[config.mk]
export PLATFORM = sky130hd
export DESIGN_NAME = gamma_lut_ctrl_flat
export DESIGN_NICKNAME = d
export VERILOG_FILES = /design/src/rtl/gamma_lut_ctrl_if.sv /design/src/rtl/gamma_lut_ctrl.sv /design/src/flat_wrapper.sv
export SDC_FILE = /design/constraint.sdc
export NUM_CORES = 1
export LEC_CHECK = 0
export CORE_MARGIN = 3
export CORE_UTILIZATION = 36
export DETAILED_ROUTE_END_ITERATION = 10
export GPL_TIMING_DRIVEN = 0
export MAX_ROUTING_LAYER = met4
export PLACE_DENSITY = 0.88
export RECOVER_POWER = 25
export SYNTH_ARGS = -nofsm -noshare
export SYNTH_HDL_FRONTEND = slang
export SYNTH_SLANG_ARGS = --single-unit
[constraint.sdc]
create_clock -name clk -period 2 [get_ports clk]
set_input_delay 0.2 -clock clk [delete_from_list [all_inputs] [get_ports clk]]
set_output_delay 0.2 -clock clk [all_outputs]
set_load 0.02 [all_outputs]
[src/rtl/gamma_lut_ctrl_if.sv]
// Signal bundle between the pixel pipeline / host table loader and the gamma LUT controller,
// including the RAM-side port the controller drives.
interface gamma_lut_ctrl_if;
  logic [17:0] iY;
  logic        iValid;
  logic        iSOF;
  logic [11:0] hAddr;
  logic [11:0] hData;
  logic        hWrite;
  logic        hReady;
  logic        hCommit;
  logic        oCommitDone;
  logic        oBank;
  logic        oInitDone;
  logic [12:0] ramAddr;
  logic [11:0] ramData;
  logic        ramWren;
  logic        ramRden;
  logic        oQValid;

  modport master (
    output iY, iValid, iSOF, hAddr, hData, hWrite, hCommit,
    input  hReady, oCommitDone, oBank, oInitDone, ramAddr, ramData, ramWren, ramRden, oQValid
  );

  modport slave (
    input  iY, iValid, iSOF, hAddr, hData, hWrite, hCommit,
    output hReady, oCommitDone, oBank, oInitDone, ramAddr, ramData, ramWren, ramRden, oQValid
  );
endinterface

[src/rtl/gamma_lut_ctrl.sv]
// Arbiter for the single-port two-bank gamma LUT RAM: pixel reads win over host table writes,
// identity fill after reset, and an active-bank swap on the first SOF after a host commit.
module gamma_lut_ctrl #(
  parameter int unsigned RD_LAT  = 2,
  parameter bit          INIT_EN = 1'b1
) (
  input logic             clk,
  input logic             reset,
  gamma_lut_ctrl_if.slave bus
);

  localparam logic [12:0] LastInit = 13'h1FFF;

  typedef enum logic [1:0] {StInit, StRun, StPend} state_e;

  state_e            state_q, state_d;
  logic [12:0]       init_cnt_q, init_cnt_d;
  logic              bank_q, bank_d;
  logic              init_done_q, init_done_d;
  logic              commit_done_q, commit_done_d;
  logic [RD_LAT-1:0] qv_q, qv_d;

  // Only the 12 index bits of the luma are looked up.
  logic unused_iy;
  assign unused_iy = ^{bus.iY[17], bus.iY[4:0]};

  always_ff @(posedge clk or negedge reset) begin
    if (!reset) begin
      if (INIT_EN) state_q <= StInit;
      else         state_q <= StRun;
      init_cnt_q    <= '0;
      bank_q        <= 1'b0;
      init_done_q   <= 1'b0;
      commit_done_q <= 1'b0;
      qv_q          <= '0;
    end else begin
      state_q       <= state_d;
      init_cnt_q    <= init_cnt_d;
      bank_q        <= bank_d;
      init_done_q   <= init_done_d;
      commit_done_q <= commit_done_d;
      qv_q          <= qv_d;
    end
  end

  always_comb begin
    state_d       = state_q;
    init_cnt_d    = init_cnt_q;
    bank_d        = bank_q;
    // Without an init phase the flag still rises one cycle after reset.
    init_done_d   = init_done_q | (state_q != StInit);
    commit_done_d = 1'b0;
    unique case (state_q)
      StInit: begin
        init_cnt_d = init_cnt_q + 13'd1;
        if (init_cnt_q == LastInit) begin
          state_d     = StRun;
          init_done_d = 1'b1;
        end
      end
      StRun: begin
        if (bus.hCommit) state_d = StPend;
      end
      StPend: begin
        if (bus.iSOF) begin
          bank_d        = ~bank_q;
          state_d       = StRun;
          commit_done_d = 1'b1;
        end
      end
      default: state_d = StRun;
    endcase
  end

  // Read-valid pipeline matching the RAM read latency.
  always_comb begin
    qv_d    = '0;
    qv_d[0] = bus.iValid && (state_q != StInit);
    for (int unsigned i = 1; i < RD_LAT; i++) begin
      qv_d[i] = qv_q[i-1];
    end
  end

  always_comb begin
    bus.ramAddr = '0;
    bus.ramData = '0;
    bus.ramWren = 1'b0;
    bus.ramRden = 1'b0;
    if (state_q == StInit) begin
      bus.ramAddr = init_cnt_q;
      bus.ramData = init_cnt_q[11:0];
      bus.ramWren = 1'b1;
    end else if (bus.iValid) begin
      bus.ramAddr = {bank_q, bus.iY[16:5]};
      bus.ramRden = 1'b1;
    end else if ((state_q == StRun) && bus.hWrite) begin
      // Host only ever loads the bank the pixels are not reading.
      bus.ramAddr = {~bank_q, bus.hAddr};
      bus.ramData = bus.hData;
      bus.ramWren = 1'b1;
    end
  end

  assign bus.hReady      = (state_q == StRun) && !bus.iValid;
  assign bus.oBank       = bank_q;
  assign bus.oInitDone   = init_done_q;
  assign bus.oCommitDone = commit_done_q;
  assign bus.oQValid     = qv_q[RD_LAT-1];

endmodule

[src/flat_wrapper.sv]
// flat-port wrapper written by rule: the top's interface ports become plain ports
module gamma_lut_ctrl_flat 
#(
  parameter int unsigned RD_LAT  = 2,
  parameter bit          INIT_EN = 1'b1
)
  (clk, reset, bus_iY, bus_iValid, bus_iSOF, bus_hAddr, bus_hData, bus_hWrite, bus_hCommit, bus_hReady, bus_oCommitDone, bus_oBank, bus_oInitDone, bus_ramAddr, bus_ramData, bus_ramWren, bus_ramRden, bus_oQValid);
  gamma_lut_ctrl_if bus_i ();
  input logic clk;
  input logic reset;
  input wire logic [$bits(bus_i.iY)-1:0] bus_iY;
  input wire logic [$bits(bus_i.iValid)-1:0] bus_iValid;
  input wire logic [$bits(bus_i.iSOF)-1:0] bus_iSOF;
  input wire logic [$bits(bus_i.hAddr)-1:0] bus_hAddr;
  input wire logic [$bits(bus_i.hData)-1:0] bus_hData;
  input wire logic [$bits(bus_i.hWrite)-1:0] bus_hWrite;
  input wire logic [$bits(bus_i.hCommit)-1:0] bus_hCommit;
  output wire logic [$bits(bus_i.hReady)-1:0] bus_hReady;
  output wire logic [$bits(bus_i.oCommitDone)-1:0] bus_oCommitDone;
  output wire logic [$bits(bus_i.oBank)-1:0] bus_oBank;
  output wire logic [$bits(bus_i.oInitDone)-1:0] bus_oInitDone;
  output wire logic [$bits(bus_i.ramAddr)-1:0] bus_ramAddr;
  output wire logic [$bits(bus_i.ramData)-1:0] bus_ramData;
  output wire logic [$bits(bus_i.ramWren)-1:0] bus_ramWren;
  output wire logic [$bits(bus_i.ramRden)-1:0] bus_ramRden;
  output wire logic [$bits(bus_i.oQValid)-1:0] bus_oQValid;
  assign bus_i.iY = bus_iY;
  assign bus_i.iValid = bus_iValid;
  assign bus_i.iSOF = bus_iSOF;
  assign bus_i.hAddr = bus_hAddr;
  assign bus_i.hData = bus_hData;
  assign bus_i.hWrite = bus_hWrite;
  assign bus_i.hCommit = bus_hCommit;
  assign bus_hReady = bus_i.hReady;
  assign bus_oCommitDone = bus_i.oCommitDone;
  assign bus_oBank = bus_i.oBank;
  assign bus_oInitDone = bus_i.oInitDone;
  assign bus_ramAddr = bus_i.ramAddr;
  assign bus_ramData = bus_i.ramData;
  assign bus_ramWren = bus_i.ramWren;
  assign bus_ramRden = bus_i.ramRden;
  assign bus_oQValid = bus_i.oQValid;
  gamma_lut_ctrl #(.RD_LAT(RD_LAT), .INIT_EN(INIT_EN)) u_core (.clk(clk), .reset(reset), .bus(bus_i));
endmodule
Yosys cells after proc, flatten, opt, wreduce, memory -nomap -nowiden
Index checks and enable logic that the tools add are counted.

storage, ports and cells
  register bits after elaboration = 20
  input bits = 48
  logic and storage cells = 42

operators by class
  add/subtract/negate cells = 1
  equality and inequality tests = 6
  mux-type cells = 19
  bitwise operators = 2
  reduce and logical (&&, ||, !) cells = 8

operators by type and width
  kind                                            count
  two-way mux 13 bit                              3
  two-way mux 12 bit                              3
  adder 13 x 1 -> 13 bit (second input constant)  1
  == test 13 bit (second input constant)          1
  two-way mux 1 bit                               9
  two-way mux 2 bit                               3
  case mux 2 bit (3 select lines)                 1
  != test 2 bit (second input constant)           2
  logical AND 1 bit                               3
  AND reduction 3 bit                             1
  == test 2 x 1 -> 1 bit (second input constant)  1
  == test 2 bit (second input constant)           1
  logical NOT 2 bit                               1
  != test 2 x 1 -> 1 bit (second input constant)  1
  AND reduction 2 bit                             1
  nonzero test 2 bit                              1
  logical NOT 1 bit                               1
  NOT 1 bit                                       1
  OR 1 bit                                        1

Longest topological paths before layout
  word-level depth = 5
  depth in mapped cells = 6
  gate-level depth less buffers = 4

Worst setup path before layout
Ideal clock, no wire load.

  path kind = register to output
  start point = register u_core.state_q[1]
  end point = output port bus_ramAddr[10]
  arrival = 1.575 ns
  required time = 1.800 ns
  slack = 0.225 ns
  cell stages (with the launch flop) = 6
  path buffers = 2
  path through = dfrtp_1 buf_6 nor2_1 nor2b_1 clkbuf_1 a221o_1

on the way
  cells in the longest elaborated chain, start to end = 5
  elaborated cells between the ends (all ways) = 6
  those cells by class = eq/ne: 1; mux: 3; reduce/logical: 2

ends and longest elaborated chain
  item                    line                  source
  start, declared         gamma_lut_ctrl.sv:16  state_e state_q, state_d;
  start signal, assigned  gamma_lut_ctrl.sv:29  if (INIT_EN) state_q <= StInit;
  start signal, assigned  gamma_lut_ctrl.sv:30  else state_q <= StRun;
  start signal, assigned  gamma_lut_ctrl.sv:37  state_q <= state_d;
  == test 2 x 1 -> 1 bit  gamma_lut_ctrl.sv:96  end else if ((state_q == StRun) && bus.hWrite) begin
  logical AND 1 bit       gamma_lut_ctrl.sv:96
  two-way mux 13 bit      gamma_lut_ctrl.sv:96
  two-way mux 13 bit      gamma_lut_ctrl.sv:93  end else if (bus.iValid) begin
  two-way mux 13 bit (*)  gamma_lut_ctrl.sv:89  if (state_q == StInit) begin
  end, declared           flat_wrapper.sv:22    output wire logic [$bits(bus_i.ramAddr)-1:0] bus_ramAddr;

Mark *: on every way between the ends. The rest lies on a longest branch, timed or not.

Worst setup path in the final report
  start point = register u_core.state_q[1]
  end point = output port bus_ramAddr[0]

Same word-level chain as after synthesis.

==> metrics.txt <==
Synth Instances=122; Initial Utilization=39.1%; kind of start point of the critical path=flip-flop; routed length per placed instance=17.0 um; Final Hold Vio Count=0; critical path's largest stage delay=380 ps; path class of the lowest-slack min-delay path=flip-flop to flip-flop; overflow left after global routing=0; cts bufs inserted=3; DRT antenna net count=0; initial drt markers=88; final slew viol count=0; Worst slew margin=39.7%; FF/Latch Area=500 um2; via count=1,289; maximum clock frequency=0.509 GHz; total global-route track usage=20.7%; crit path time final=1960 ps; cell with the biggest individual delay on the critical path=sky130_fd_sc_hd__dfrtp_1; Worst Path Required=1800 ps; Seq cells post-synth=20; critical path class=flip-flop to output port; M3 GR Usage=5.55%; fraction of met1 tracks used by global routing=25.8%; unrepaired setup endpoints after global routing=yes; static leakage=1.02 nW; number of H-tree levels=1; final setup violation count=0; most used standard cell by instance count after synthesis=sky130_fd_sc_hd__dfrtp_1; peak-usage layer in the global routing report=met2; number of buffers between clock root and the deepest sink=2; ratio of total power to cell area=1250 nW/um2; routed wire length=4150 um; max-capacitance violation count=0; number of enable-type register cells in the synthesized netlist=0; footprint of the multi-input gates=686 um2; filler instances=267; instance count along the most critical hold path=0; horizontal die dimension=64.5 um; clock root buffer master=sky130_fd_sc_hd__clkbuf_4; CP Capture Type=output port; slew of the pin with the lowest slew margin=902 ps; total die area=4170 um2; DP Worst Slack=-810 ps; vias per inst=5.28; number of cell rows=20; net count of the finished layout=250; Top Ports=80; maximum ir drop on the vdd rail=0.652 mV; growth of design area from synthesis to finish=64.2%; number of antenna violations at the first check in global routing=0; remaining routing DRC violations=0; Primary FF master, synth=sky130_fd_sc_hd__dfrtp_1; number of global-route vias before repair=1,278; number of sinks driven by the clock tree=20; iteration count of the initial detailed-routing pass=4; worst path setup slack after routing=36.4 ps; post-synthesis async set-or-reset flop share=100%; clock tree from TritonCTS=done; ratio of final minimum period to clock period=98.2%; number of nets produced by synthesis=171; detailed placement HPWL=3210 um; Antenna Cells=0; cell type with the highest aggregate area in the netlist=sky130_fd_sc_hd__dfrtp_1; post-synthesis cell area=1230 um2; hold_ws=367 ps; most used standard cells in the synthesized netlist=sky130_fd_sc_hd__dfrtp_1 (20), sky130_fd_sc_hd__a221o_1 (11), sky130_fd_sc_hd__a21o_1 (10), sky130_fd_sc_hd__nand2_1 (10), sky130_fd_sc_hd__and2_1 (9); pin count of the biggest net entering global routing=21; ordered list of cells on the worst path=buf_6 -> nor2_4 -> buf_4 -> and2_1 -> a221o_1 -> clkdlybuf4s15_1; Worst Clk Skew=2.68 ps; Routability Congestion=0.944; worst endpoint data arrival time=1760 ps; Synth cell types=35; part of the Yosys area used for sequential elements=40.6%; clock transition at the registers of the reported paths=110 ps; core region area=3150 um2; largest fanout of any net on the critical path=10; # port buffers=73; status=finished clean; post-synth top area share=40.6%; number of cells traversed by the worst register-to-register path=4; Synth Area per Inst=10.1 um2; top cells by area in the synthesized netlist=sky130_fd_sc_hd__dfrtp_1 (41%), sky130_fd_sc_hd__a221o_1 (8.9%), sky130_fd_sc_hd__a21o_1 (6.1%); met2 layer usage reported by global route=32.5%; clock latency at the later pin of the worst-skew pair=310 ps; global-route wire length before repair=6580 um; fraction of layout instances using a drive strength above 1=25.0%; warning count from the yosys run=0; Die Y=64.5 um
[worst paths after layout]
path,startpoint,endpoint,slack (ps)
setup / recovery,u_core.state_q[1],bus_ramAddr[0],40
hold reg to reg,u_core.qv_q[0],u_core.qv_q[1],370
max in group asynchronous,reset,u_core.init_cnt_q[8],1000
setup reg to reg,u_core.init_cnt_q[0],u_core.state_q[0],240
min in group asynchronous,reset,u_core.init_cnt_q[6],450
hold / removal,u_core.qv_q[0],u_core.qv_q[1],370
[through the flow]
stage / setup TNS, ps / instance area [um2] / utilization [%] / power [mW] / std cells
final: 0 / 2030 / 64.2 / 2.53 / 244
after global routing: -122 / 2030 / 64.2 / 2.70 / 244
after CTS: -102 / 2060 / 65.2 / 2.51 / 242
after detailed placement: -17570 / 2020 / 64.0 / 2.28 / 239
after global placement: -16450 / 2020 / 64.0 / 2.23 / 239
after floorplan: 0 / 1230 / - / 1.56 / 122
[cell type report]
| type | count | share of cell area [%] |
|---|---|---|
| clock buffer | 3 | 1.11 |
| buffer | 8 | 3.71 |
| tap | 44 | 2.72 |
| multi-input combinational | 89 | 33.8 |
| timing repair buffer | 75 | 31.7 |
| sequential | 20 | 24.7 |
| clock inverter | 1 | 1.48 |
| inverter | 4 | 0.741 |
[cell families (layout without fill, tap and decap cells)]
family	Yosys count	in the layout	synth area share [%]
compound gates	26	26	18.0
xor+xnor	13	13	9.84
fa+ha+maj	1	1	1.01
buf+inv	13	91	4.97
flops	20	20	40.6
mux	1	1	0.913
simple gates	48	48	24.7
[state kept, by name, indices dropped and copies added, names as in the netlist]
| register | flops |
|---|---|
| u_core.bus.oCommitDone | 1 |
| u_core.init_cnt_q | 13 |
| u_core.qv_q | 2 |
| u_core.bus.oBank | 1 |
| u_core.state_q | 2 |
| u_core.bus.oInitDone | 1 |
[layer usage]
layer	vias to the layer above	part of all wire (%)
met1	610	43
met2	68	46
met5	-	0
met4	0	2.2
li1	603	-
met3	8	8.7
[power by group]
part / switching, mW / internal [mW]
clock: 0.128 / 0.203
sequential: 0.108 / 0.520
combinational: 0.870 / 0.704
total: 1.11 / 1.43
[what timing repair did]
item                                   4_1_cts  5_1_grt
setup endpoints to repair                   27       26
endpoints found under the hold margin        0        0
pin swaps                                    2        2
setup buffers                                0        2
hold buffers                                 0        0
gates resized for setup                     82       26
[cell usage in the layout, fill, tap and decap left out, types with 3 or more instances in the layout]
cell                              count
sky130_fd_sc_hd__nand3_1              3
sky130_fd_sc_hd__nor3_1               4
sky130_fd_sc_hd__xor2_1               8
sky130_fd_sc_hd__and2_1               9
sky130_fd_sc_hd__nand2_1             10
sky130_fd_sc_hd__xnor2_1              4
sky130_fd_sc_hd__buf_6                3
sky130_fd_sc_hd__clkdlybuf4s50_1     44
sky130_fd_sc_hd__dfrtp_1             20
sky130_fd_sc_hd__clkbuf_2            11
sky130_fd_sc_hd__clkbuf_4             4
sky130_fd_sc_hd__buf_2               11
sky130_fd_sc_hd__a221o_1             11
sky130_fd_sc_hd__buf_4                5
sky130_fd_sc_hd__a21o_1              10
sky130_fd_sc_hd__inv_1                4
sky130_fd_sc_hd__nand4_1              4
[worst max-delay path: cells and delay by family, from the launching register on]
family / cells / cell delay [ps]
buffers and inverters: 3 / 580
AO/OA/AOI/OAI: 1 / 270
AND/OR/NAND/NOR: 2 / 230
flip-flops: 1 / 380
No activity file was read; power rests on OpenSTA's default activity.
